File: src/rtl/sdio_irq_pkg.sv
// sdio_irq_pkg
//   Shared definitions for the SDIO host interrupt controller:
//   coalescing FSM state encodings, register map offsets and the
//   register-bank byte count helper.
//
//   Register map layout (byte offsets from BASE_ADDR):
//     bank registers  : OFS_<bank> * NB + i    (i = 0 .. NB-1)
//     scalar registers: 2 * NB + OFS_<reg>
//     FORCE bank      : 2 * NB + OFS_FORCE + i (only with SDIO_IRQ_FORCE_EN)
package sdio_irq_pkg;

  typedef enum logic [1:0] {
    IDLE   = 2'd0,
    COAL   = 2'd1,
    ASSERT = 2'd2
  } irq_state_e;

  // Bank indices; multiply by NB to get the first byte offset.
  localparam int OFS_STATUS   = 0;
  localparam int OFS_ENABLE   = 1;

  // Offsets relative to the end of the two banks (2 * NB).
  localparam int OFS_COAL_THR = 0;
  localparam int OFS_COAL_TMO = 1;
  localparam int OFS_CTRL     = 2;
  localparam int OFS_FORCE    = 3;

  // Number of register bytes needed to hold num_src bits.
  function automatic int calc_nb(input int num_src);
    return (num_src + 7) / 8;
  endfunction

endpackage

File: src/rtl/sdio_irq_coal.sv
// sdio_irq_coal
//   Interrupt coalescing FSM with event counter and timeout timer.
//   IDLE -> COAL on a pending interrupt (or straight to ASSERT when the
//   threshold is 0); COAL -> ASSERT once enough enabled events have been
//   counted or the timeout expires; ASSERT holds irq until nothing is
//   pending.
//
//   Ports:
//     sys_clk  in   block clock
//     rst      in   asynchronous reset, active high
//     pend     in   at least one enabled status bit is set
//     new_evt  in   an enabled source rose this cycle
//     thr      in   COAL_W  event-count threshold (0 = no coalescing)
//     tmo      in   COAL_W  timeout in cycles (0 = timeout disabled)
//     irq      out  registered interrupt line
//     state    out  2      current FSM state
module sdio_irq_coal
  import sdio_irq_pkg::*;
#(
  parameter int COAL_W = 8
) (
  input  logic              sys_clk,
  input  logic              rst,
  input  logic              pend,
  input  logic              new_evt,
  input  logic [COAL_W-1:0] thr,
  input  logic [COAL_W-1:0] tmo,
  output logic              irq,
  output logic [1:0]        state
);

  irq_state_e        state_reg, state_next;
  logic [COAL_W-1:0] cnt_reg, cnt_next;
  logic [COAL_W-1:0] tmr_reg, tmr_next;
  logic              irq_reg;

  always_ff @(posedge sys_clk or posedge rst) begin
    if (rst) begin
      state_reg <= IDLE;
      cnt_reg   <= '0;
      tmr_reg   <= '0;
      irq_reg   <= 1'b0;
    end else begin
      state_reg <= state_next;
      cnt_reg   <= cnt_next;
      tmr_reg   <= tmr_next;
      irq_reg   <= (state_next == ASSERT);
    end
  end

  always_comb begin
    state_next = state_reg;
    cnt_next   = cnt_reg;
    tmr_next   = tmr_reg;
    case (state_reg)
      IDLE: begin
        if (pend && (thr == '0)) begin
          state_next = ASSERT;
        end else if (pend) begin
          // The event that made pend rise counts as the first one.
          state_next = COAL;
          cnt_next   = COAL_W'(1);
          tmr_next   = '0;
        end
      end
      COAL: begin
        if (new_evt && (cnt_reg != '1)) cnt_next = cnt_reg + COAL_W'(1);
        if ((tmo != '0) && (tmr_reg != '1)) tmr_next = tmr_reg + COAL_W'(1);
        if (!pend) begin
          state_next = IDLE;
          cnt_next   = '0;
          tmr_next   = '0;
        end else if ((cnt_reg >= thr) ||
                     ((tmo != '0) && (tmr_reg >= (tmo - COAL_W'(1))))) begin
          // Compare registered count/timer so a THR write lands next cycle.
          state_next = ASSERT;
        end
      end
      ASSERT: begin
        if (!pend) begin
          state_next = IDLE;
          cnt_next   = '0;
          tmr_next   = '0;
        end
      end
      default: begin
        state_next = IDLE;
        cnt_next   = '0;
        tmr_next   = '0;
      end
    endcase
  end

  assign irq   = irq_reg;
  assign state = state_reg;

endmodule

File: src/rtl/sdio_irq_ctrl.sv
// sdio_irq_ctrl
//   Parametrised interrupt controller and register bank for the SDIO host.
//   Captures rising edges of NUM_SRC event inputs into sticky W1C status
//   bits, masks them with an enable bank and hands the result to the
//   coalescing FSM that drives the single host irq line.
//
//   Optional feature: define SDIO_IRQ_FORCE_EN to add the write-only FORCE
//   bank, which sets status bits from software exactly like a rising edge.
//
//   Ports:
//     sys_clk    in   block clock
//     rst        in   asynchronous reset, active high
//     reg_wr     in   byte write strobe
//     reg_addr   in   8  byte address
//     reg_wdata  in   8  write data
//     reg_rdata  out  8  read data, combinational from reg_addr
//     src_evt    in   NUM_SRC  event inputs (level or pulse)
//     irq        out  registered interrupt to host
//     irq_state  out  2  coalescing FSM state
module sdio_irq_ctrl
  import sdio_irq_pkg::*;
#(
  parameter int          NUM_SRC   = 16,
  parameter logic [7:0]  BASE_ADDR = 8'd32,
  parameter int          COAL_W    = 8
) (
  input  logic               sys_clk,
  input  logic               rst,
  input  logic               reg_wr,
  input  logic [7:0]         reg_addr,
  input  logic [7:0]         reg_wdata,
  output logic [7:0]         reg_rdata,
  input  logic [NUM_SRC-1:0] src_evt,
  output logic               irq,
  output logic [1:0]         irq_state
);

  localparam int NB    = calc_nb(NUM_SRC);
  localparam int NBITS = NB * 8;

  localparam logic [8:0] A_THR  = 9'(2 * NB + OFS_COAL_THR);
  localparam logic [8:0] A_TMO  = 9'(2 * NB + OFS_COAL_TMO);
  localparam logic [8:0] A_CTRL = 9'(2 * NB + OFS_CTRL);

  logic [NUM_SRC-1:0] src_d1_reg;
  logic [NUM_SRC-1:0] status_reg, status_next;
  logic [NUM_SRC-1:0] enable_reg, enable_next;
  logic [COAL_W-1:0]  thr_reg, tmo_reg;
  logic [NUM_SRC-1:0] rise, w1c, set_bits;
  logic [NB-1:0]      st_we, en_we;
  logic [NBITS-1:0]   status_pad, enable_pad;
  logic               pend, new_evt;

  // Offset from BASE_ADDR; bit 8 set means the address is below the bank.
  logic [8:0] ofs;
  logic       ofs_ok;
  assign ofs    = {1'b0, reg_addr} - {1'b0, BASE_ADDR};
  assign ofs_ok = ~ofs[8];

  assign rise = src_evt & ~src_d1_reg;

  genvar gi;
  generate
    for (gi = 0; gi < NB; gi++) begin : g_byte_we
      assign st_we[gi] = reg_wr && ofs_ok && (ofs == 9'(OFS_STATUS * NB + gi));
      assign en_we[gi] = reg_wr && ofs_ok && (ofs == 9'(OFS_ENABLE * NB + gi));
    end
    // Only bits below NUM_SRC exist, so writes to padding bits vanish here.
    for (gi = 0; gi < NUM_SRC; gi++) begin : g_bit
      assign w1c[gi]         = st_we[gi / 8] & reg_wdata[gi % 8];
      assign enable_next[gi] = en_we[gi / 8] ? reg_wdata[gi % 8] : enable_reg[gi];
    end
  endgenerate

`ifdef SDIO_IRQ_FORCE_EN
  logic [NB-1:0]      fo_we;
  logic [NUM_SRC-1:0] force_set;
  generate
    for (gi = 0; gi < NB; gi++) begin : g_force_we
      assign fo_we[gi] = reg_wr && ofs_ok && (ofs == 9'(2 * NB + OFS_FORCE + gi));
    end
    for (gi = 0; gi < NUM_SRC; gi++) begin : g_force_bit
      assign force_set[gi] = fo_we[gi / 8] & reg_wdata[gi % 8];
    end
  endgenerate
  assign set_bits = rise | force_set;
`else
  assign set_bits = rise;
`endif

  // Set has priority over a simultaneous write-1-to-clear.
  assign status_next = set_bits | (status_reg & ~w1c);

  always_ff @(posedge sys_clk or posedge rst) begin
    if (rst) begin
      src_d1_reg <= '0;
      status_reg <= '0;
      enable_reg <= '0;
      thr_reg    <= '0;
      tmo_reg    <= '0;
    end else begin
      src_d1_reg <= src_evt;
      status_reg <= status_next;
      enable_reg <= enable_next;
      if (reg_wr && ofs_ok && (ofs == A_THR)) thr_reg <= COAL_W'(reg_wdata);
      if (reg_wr && ofs_ok && (ofs == A_TMO)) tmo_reg <= COAL_W'(reg_wdata);
    end
  end

  assign pend    = |(status_reg & enable_reg);
  assign new_evt = |(rise & enable_reg);

  assign status_pad = NBITS'(status_reg);
  assign enable_pad = NBITS'(enable_reg);

  always_comb begin
    reg_rdata = 8'h00;
    if (ofs_ok) begin
      for (int i = 0; i < NB; i++) begin
        if (ofs == 9'(OFS_STATUS * NB + i)) reg_rdata = status_pad[i*8 +: 8];
        if (ofs == 9'(OFS_ENABLE * NB + i)) reg_rdata = enable_pad[i*8 +: 8];
      end
      if (ofs == A_THR)  reg_rdata = 8'(thr_reg);
      if (ofs == A_TMO)  reg_rdata = 8'(tmo_reg);
      if (ofs == A_CTRL) reg_rdata = {6'h0, irq_state};
    end
  end

  sdio_irq_coal #(
    .COAL_W (COAL_W)
  ) u_coal (
    .sys_clk (sys_clk),
    .rst     (rst),
    .pend    (pend),
    .new_evt (new_evt),
    .thr     (thr_reg),
    .tmo     (tmo_reg),
    .irq     (irq),
    .state   (irq_state)
  );

endmodule

File: config.mk
export PLATFORM = sky130hd
export DESIGN_NAME = sdio_irq_ctrl
export DESIGN_NICKNAME = d
export VERILOG_FILES = /design/src/rtl/sdio_irq_pkg.sv /design/src/rtl/sdio_irq_coal.sv /design/src/rtl/sdio_irq_ctrl.sv
export SDC_FILE = /design/constraint.sdc
export NUM_CORES = 1
export LEC_CHECK = 0
export CAP_MARGIN = 20
export CORE_MARGIN = 2
export CORE_UTILIZATION = 50
export CTS_CLUSTER_DIAMETER = 40
export DETAILED_ROUTE_END_ITERATION = 7
export PLACE_DENSITY = 0.76
export SYNTH_ARGS = -nofsm -noshare
export SYNTH_HDL_FRONTEND = slang
export SYNTH_SLANG_ARGS = --single-unit
File: constraint.sdc
create_clock -name sys_clk -period 5.4 [get_ports sys_clk]
set_input_delay 0.81 -clock sys_clk [delete_from_list [all_inputs] [get_ports sys_clk]]
set_output_delay 0.81 -clock sys_clk [all_outputs]
set_load 0.1 [all_outputs]
==> Word level (Yosys, flattened, before mapping) <==
Index checks and enable logic that the tools add are counted.
{ "word_totals": {"reg_bits": 83, "in_bits": 35, "out_inout_bits": 11, "word_cells": 101} }
{ "classes": {"add_sub_neg": 4, "order_cmp": 2, "n_eq_ne": 16, "muxes": 25, "bitwise_logic": 24, "n_reduce_logical": 20} }
{ "op_table": {"columns": ["op", "count"], "rows": [
  ["$mux W8", 17],
  ["$and A16 B16 Y16", 4],
  ["$pmux W8 S3", 2],
  ["$not A16 Y16", 2],
  ["$reduce_or A16 Y1", 2],
  ["$eq A9 B3 Y1 const B", 3],
  ["$eq A9 B2 Y1 const B", 2],
  ["$add A8 B1 Y8 const B", 2],
  ["$and A1 B1 Y1", 16],
  ["$ge A8 B8 Y1", 2],
  ["$ne A8 B8 Y1 const B", 2],
  ["$or A16 B16 Y16", 1],
  ["$logic_and A1 B1 Y1", 11],
  ["$mux W2", 5],
  ["$eq A9 B1 Y1 const B", 1],
  ["$logic_not A9 Y1", 1],
  ["$sub A8 B6 Y9 const B", 1],
  ["$logic_not A8 Y1", 1],
  ["$reduce_and A4 Y1", 2],
  ["$reduce_bool A8 Y1", 1],
  ["$sub A8 B1 Y8 const B", 1],
  ["$ne A3 B3 Y1 const B", 2],
  ["$pmux W2 S3", 1],
  ["$eq A2 B2 Y1 const B", 2],
  ["6 further kinds", 7]
]} }

==> Longest topological paths before layout <==
Gate-level depths: netlist (run 1).
{ "depth": {"ltp_word": 10, "mapped_depth": 10, "ltp_nobuf": 10} }

==> Cells and area by module <==
From an unflattened synthesis (run 1), not the netlist that was laid out.
{ "unflattened": {"hier_cells": 466, "hier_area_um2": 4742.0} }
{ "modules_own_cells": {"columns": ["mod", "instances", "cells_each", "area_each_um2"], "rows": [
  ["sdio_irq_ctrl", 1, 278, 3144.3],
  ["sdio_irq_coal", 1, 188, 1597.8]
]} }

==> Worst setup path before layout (run 1) <==
OpenSTA, ideal clock, no wires.
{ "synth_timing": {"kind": "input to output", "from": "in reg_addr[1]", "to": "out reg_rdata[1]", "arrival_time_ns": 3.852, "required_ns": 4.590, "slack_ns": 0.738, "cell_stages": 4, "n_path_buf": 2, "cell_sequence": "clkbuf_1 -> buf_1 -> mux2i_1 -> o31ai_1"} }
{ "synth_via": {"elab_chain_cells": 10, "word_cells_on_any_way": 16} }
{ "synth_rtl": {"columns": ["element", "line_no", "text"], "rows": [
  ["start, declared", "sdio_irq_ctrl.sv:30", "input logic [7:0] reg_addr,"],
  ["$sub A8 B6 Y9 *", "sdio_irq_ctrl.sv:57", "assign ofs = {1'b0, reg_addr} - {1'b0, BASE_ADDR};"],
  ["$logic_not A9 Y1", "sdio_irq_ctrl.sv:120", "if (ofs == 9'(OFS_STATUS * NB + i)) reg_rdata = status_pad[i*8 +: 8];"],
  ["$mux W8", "sdio_irq_ctrl.sv:120", null],
  ["$mux W8", "sdio_irq_ctrl.sv:121", "if (ofs == 9'(OFS_ENABLE * NB + i)) reg_rdata = enable_pad[i*8 +: 8];"],
  ["$mux W8", "sdio_irq_ctrl.sv:120", null],
  ["$mux W8", "sdio_irq_ctrl.sv:121", null],
  ["$mux W8", "sdio_irq_ctrl.sv:123", "if (ofs == A_THR) reg_rdata = 8'(thr_reg);"],
  ["$mux W8", "sdio_irq_ctrl.sv:124", "if (ofs == A_TMO) reg_rdata = 8'(tmo_reg);"],
  ["$mux W8", "sdio_irq_ctrl.sv:125", "if (ofs == A_CTRL) reg_rdata = {6'h0, irq_state};"],
  ["$mux W8 *", "sdio_irq_ctrl.sv:118", "if (ofs_ok) begin"],
  ["end, declared", "sdio_irq_ctrl.sv:32", "output logic [7:0] reg_rdata,"]
]} }
Every way passes the cells marked *; elsewhere a longest branch is shown, timed or not.

==> Worst setup path after layout (run 1) <==
{ "layout_timing": {"from": "in reg_addr[5]", "to": "out reg_rdata[6]"} }
Same word-level chain as after synthesis.

==> flow_summary.ini, run 1 <==
[outcome]
status = finished, final reports clean

[logic_synthesis]
syn_nets = 472
synth_flop_cell = dfrtp_1
yosysMostFrequentCell = dfrtp_1
synth_area_leaders = dfrtp_1, mux2_2, ha_1
synth-edff-count = 0
syn_inst = 417
yosysWarnings = 0
seq_area_frac_synth = 0.459
synth_common_cells = dfrtp_1, nand2_1, inv_1, mux2_2, a22o_1
synth_largest_area_cell = dfrtp_1
syn_avg_cell_area_sq_um = 10.8
ys_types = 57
async_flop_share = 1.00
synth.top_cell.area_share = 0.459
synth_area_sq_um = 4520
ys_ff_latch = 83

[global_routing]
grt_util_met1 = 0.297
grt_pass1_wl_um = 17800
use_met2 = 0.379
antenna_found_initial = 0
grt_max_degree = 48
use_met3 = 0.0415
grt_use_total = 0.230
grt_pass1_vias = 3576
grt_busiest_layer = met2
grt-ovfl-total = 0

[clock_network]
htree_levels = 3
cts_setup_buffers = 0
clock_latency_ps = 350
cts_made_buffers = 9
clkSinkCount = 83
cts-resized-gates = 0
path_clk_slew_ps = 80
cts_root_buf = clkbuf_8
cts_hold_repair.buffers = 0
clockBufferDepth = 2
cts_tree = built

[setup_path]
cp.arrival_ps = 3210
critical-path-top-delay-family = simple AND/OR/NAND/NOR gates
worst_setup_path_end_kind = primary output
cp.required_ps = 4590
crit_chain = clkdlybuf4s50_1 > inv_1 > ha_1 > nand2_1 > nor4_2 > nor2b_1 > a22oi_1 > nand2_1 > buf_4
r2r_end = u_coal.tmr_reg[0]$_DFFE_PP0P_
path_buf_inv = 3
cp_common_cell = nand2_1
max_stage_delay_ps = 680
criticalPathCategory = in -> out
startpoint_type = primary input
r2r-start = enable_pad[14]$_DFFE_PP0P_
cp_slowest_cell = nor2b_1
critPathMaxFanout = 12
reg2regPathDepth = 6
r2r_slack_ps = 2890

[finish]
layout.nets = 517
layout-drive-gt1-share = 0.163
nFillCells = 735
register_area_sq_um = 2080
syn_to_final_growth_pct = 16.3
multi_input_area_sq_um = 2240
diodes = 0

[power_and_ir_drop]
seqPwrFrac = 0.432
irDropWorstVdd_mv = 0.181
swShare = 0.330
p_comb_frac = 0.260
clkPwrFrac = 0.308
p_sw_mw = 0.537
finalPower_mw = 1.63
cellPowerDensity_nw_per_um2 = 309
p_leak_nw = 2.39
p_int_mw = 1.09

[hold_path]
holdPathStages = 1
min_to = status_pad[8]$_DFF_PP0_
hp-class = reg -> reg
min_from = status_pad[8]$_DFF_PP0_

[run]
cap_violations = 0

[floorplan]
die_h_um = 99.1
pin_count = 46
initial_utilization = 0.516
die_w_um = 99.1
dieArea_sq_um = 9820
coreArea_sq_um = 8760
rows = 34

[route]
avgRoutedWirePerCell_um = 18.9
drt_first_pass_iters = 4
drt_iter0_markers = 194
vias = 3523
wl_um = 10900
post-route-drc-count = 0
vias_per_cell = 6.14
final_antenna_net_count = 0

[sta]
worst_pin_slew_ps = 964
period_needed_ps = 4020
hold_violations = 0
fmax_mhz = 249
rsz0062_at_grt = false
slew_headroom = 0.355
period_share = 0.744
setup_tns_ps = 0
slew_violations = 0
clock_skew_ps = 6.65
setup_viol = 0

[place]
gp_congestion = 0.888
numPortBuffers = 45
dp_hpwl_um = 8070
-- cell type report --
cell class,count,area share
clock buffer,11,0.0269
clock inverter,4,0.0140
inverter,37,0.0266
multi-input combinational,284,0.426
sequential,83,0.395
tap,108,0.0257
timing repair buffer,47,0.0854
-- layer usage --
layer / share of wire / up-vias
met5: 0 / -
met4: 0.030 / 0
li1: - / 1635
met1: 0.43 / 1740
met2: 0.49 / 118
met3: 0.048 / 30
-- cells in the final DEF, fill, tap and decap left out, drive strengths merged, types with 10 or more instances in the layout --
| cell | instances |
|---|---|
| mux2 | 34 |
| nand3b | 17 |
| clkdlybuf4s50 | 37 |
| ha | 20 |
| buf | 10 |
| nand4 | 10 |
| nor2 | 18 |
| clkbuf | 11 |
| a22o | 22 |
| nand3 | 11 |
| inv | 37 |
| dfrtp | 83 |
| nand2 | 45 |
-- power groups by stage --
| stage | Sequential [mW] | Combinational [mW] | Clock, mW |
|---|---|---|---|
| final | 0.703 | 0.423 | 0.501 |
| after global routing | 0.708 | 0.462 | 0.533 |
| after CTS | 0.702 | 0.419 | 0.505 |
| after detailed placement | 0.714 | 0.418 | 0 |
| after global placement | 0.712 | 0.404 | 0 |
| after floorplan | 0.767 | 0.247 | 0 |
-- kinds of logic (layout without fill, tap and decap cells) --
logic type / count (synthesis) / in the layout / synth area share
flip-flops: 83 / 83 / 0.459
AND/OR/NAND/NOR: 129 / 129 / 0.154
multiplexers: 47 / 47 / 0.136
XOR/XNOR: 7 / 7 / 0.0136
buffers and inverters: 50 / 99 / 0.0459
adder cells (fa/ha/maj): 21 / 21 / 0.0575
AO/OA/AOI/OAI: 80 / 80 / 0.134
-- worst max-delay path by stage --
stage          cells past startpoint      endpoint  slack (ps)   startpoint
2_1_floorplan                      4  reg_rdata[1]         740  reg_addr[1]
3_3_place_gp                       9  reg_rdata[1]        1460  reg_addr[5]
3_5_place_dp                       9  reg_rdata[1]        1360  reg_addr[5]
4_1_cts                            9  reg_rdata[1]        1370  reg_addr[5]
5_1_grt                            9  reg_rdata[2]        1250  reg_addr[5]
6_report                           9  reg_rdata[6]        1380  reg_addr[5]
-- through the flow --
stage	std cells	cell area (sq um)	hold slack (ps)	utilization	setup WS, ps
floorplan	417	4520	480	-	738
global placement	558	5030	515	0.574	1460
detailed placement	558	5030	519	0.574	1360
CTS	573	5250	539	0.599	1370
global route	574	5260	562	0.600	1250
finish	574	5260	538	0.600	1380
No activity file was read; power rests on OpenSTA's default activity.
==> run 2, diff against run 1 <==
clock period = 3.75 ns   (was 5.4 ns; I/O delays follow)
==> run 2 against run 1 <==
Net effect: largest power group unchanged; total power rose by 41%; clock skew rose by 5.7 ps; worst setup slack got worse by 1100 ps; sequential power rose by 44%; register-to-register slack got worse by 1600 ps; combinational power rose by 46%; wire length rose by 1.4%; sequential share of layout area fell by 0.96 points; non-clock buffer count rose by 5; hold slack improved by 1.2 ps.
==> flow_summary.ini, run 2 (same netlist as run 1, synthesis figures left out) <==
[setup_path]
cp.required_ps = 3190
cp_common_cell = nand2_1
max_stage_delay_ps = 470
criticalPathCategory = in -> out
startpoint_type = primary input
cp.arrival_ps = 2920
cp_slowest_cell = clkdlybuf4s50_1
worst_setup_path_end_kind = primary output
critical-path-top-delay-family = simple AND/OR/NAND/NOR gates
path_buf_inv = 3
critPathMaxFanout = 9
crit_chain = clkdlybuf4s50_1 > inv_1 > ha_1 > nand2_1 > nor4_2 > nand2_1 > nor3b_4 > a22oi_1 > o31ai_2 > buf_12

[route]
drt_first_pass_iters = 6
vias_per_cell = 6.13
final_antenna_net_count = 0
vias = 3555
wl_um = 11000
drt_iter0_markers = 202
post-route-drc-count = 0
avgRoutedWirePerCell_um = 19.0

[sta]
fmax_mhz = 287
rsz0062_at_grt = false
hold_violations = 0
slew_violations = 0
clock_skew_ps = 12.3
period_share = 0.929
period_needed_ps = 3480
setup_viol = 0
slew_headroom = 0.358
setup_tns_ps = 0
layout_setup_ws_ps = 266
worst_pin_slew_ps = 960

[finish]
final_common_cell = dfrtp_1
syn_to_final_growth_pct = 19.2
nFillCells = 736
diodes = 0
layout_common_cells = dfrtp_1, nand2_1, clkdlybuf4s50_1
layout-drive-gt1-share = 0.180
fin_cells = 580
final_cell_area_sq_um = 5390
layout.nets = 522

[clock_network]
cts_made_buffers = 9
clock_latency_ps = 370
cts_hold_repair.buffers = 0
path_clk_slew_ps = 80
cts_setup_buffers = 0
cts-resized-gates = 0
cts_tree = built
clkSinkCount = 83
clockBufferDepth = 2
htree_levels = 3
cts_root_buf = clkbuf_8

[place]
dp_slack_ps = 271
place_area_sq_um = 5180
dp.cells = 563
dp_hpwl_um = 8280
gp_congestion = 0.871
numPortBuffers = 45

[power_and_ir_drop]
p_leak_nw = 2.44
cellPowerDensity_nw_per_um2 = 424
irDropWorstVdd_mv = 0.243

[floorplan]
pin_count = 46
rows = 34
coreArea_sq_um = 8760
die_w_um = 99.1
die_h_um = 99.1
initial_utilization = 0.516
dieArea_sq_um = 9820

[global_routing]
grt_max_degree = 45
grt_pass1_wl_um = 18600
grt-ovfl-total = 0
antenna_found_initial = 0
grt_pass1_vias = 3668
grt_use_total = 0.241

[hold_path]
hp-class = reg -> reg

[outcome]
status = finished, final reports clean

[run]
cap_violations = 0
==> run 2: cell types whose count changed in the layout (fill, tap and decap cells not counted), sizes merged <==
cell	before	now
clkinv	2	5
clkbuf	11	9
buf	10	15
inv	37	38
bufinv	2	1
==> run 2: area by class of cell <==
cell class | instances | area (sq um) | area share
inverters | 37 | 140 | 0.0260
repair buffers | 52 | 587 | 0.109
clock inverters | 7 | 75.1 | 0.0139
well taps | 108 | 135 | 0.0251
flip-flops and latches | 83 | 2080 | 0.385
clock buffers | 9 | 124 | 0.0230
multi-input cells | 284 | 2250 | 0.418
==> run 2: path summary, 6_finish.rpt <==
path | end | depth (start not counted) | slack (ps) | from
hold reg to reg | status_pad[8]$_DFF_PP0_ | 1 | 540 | status_pad[8]$_DFF_PP0_
hold / removal | status_pad[8]$_DFF_PP0_ | 1 | 540 | status_pad[8]$_DFF_PP0_
setup reg to reg | u_coal.tmr_reg[0]$_DFFE_PP0P_ | 6 | 1310 | status_pad[4]$_DFF_PP0_
min in group asynchronous | u_coal.cnt_reg[4]$_DFFE_PP0P_ | 2 | 620 | rst
setup / recovery | reg_rdata[1] | 10 | 270 | reg_addr[5]
max in group asynchronous | src_d1_reg[9]$_DFF_PP0_ | 3 | 2380 | rst
==> run 2: where the power goes <==
group / internal (mW) / switching (mW)
Clock: 0.312 / 0.345
Combinational: 0.236 / 0.381
Sequential: 0.947 / 0.0648
==> run 2: per-stage QoR <==
stage	utilization	hold slack (ps)	power [mW]
after global routing	0.615	564	2.40
after global placement	0.591	511	1.61
after detailed placement	0.591	518	1.64
final	0.615	539	2.29
after CTS	0.614	536	2.29
after floorplan	-	480	1.46
==> run 2: layer usage <==
metal,part of all wire,track usage
met1,0.43,0.314
met2,0.50,0.407
met3,0.043,0.0295
met4,0.026,0.103
met5,0,0
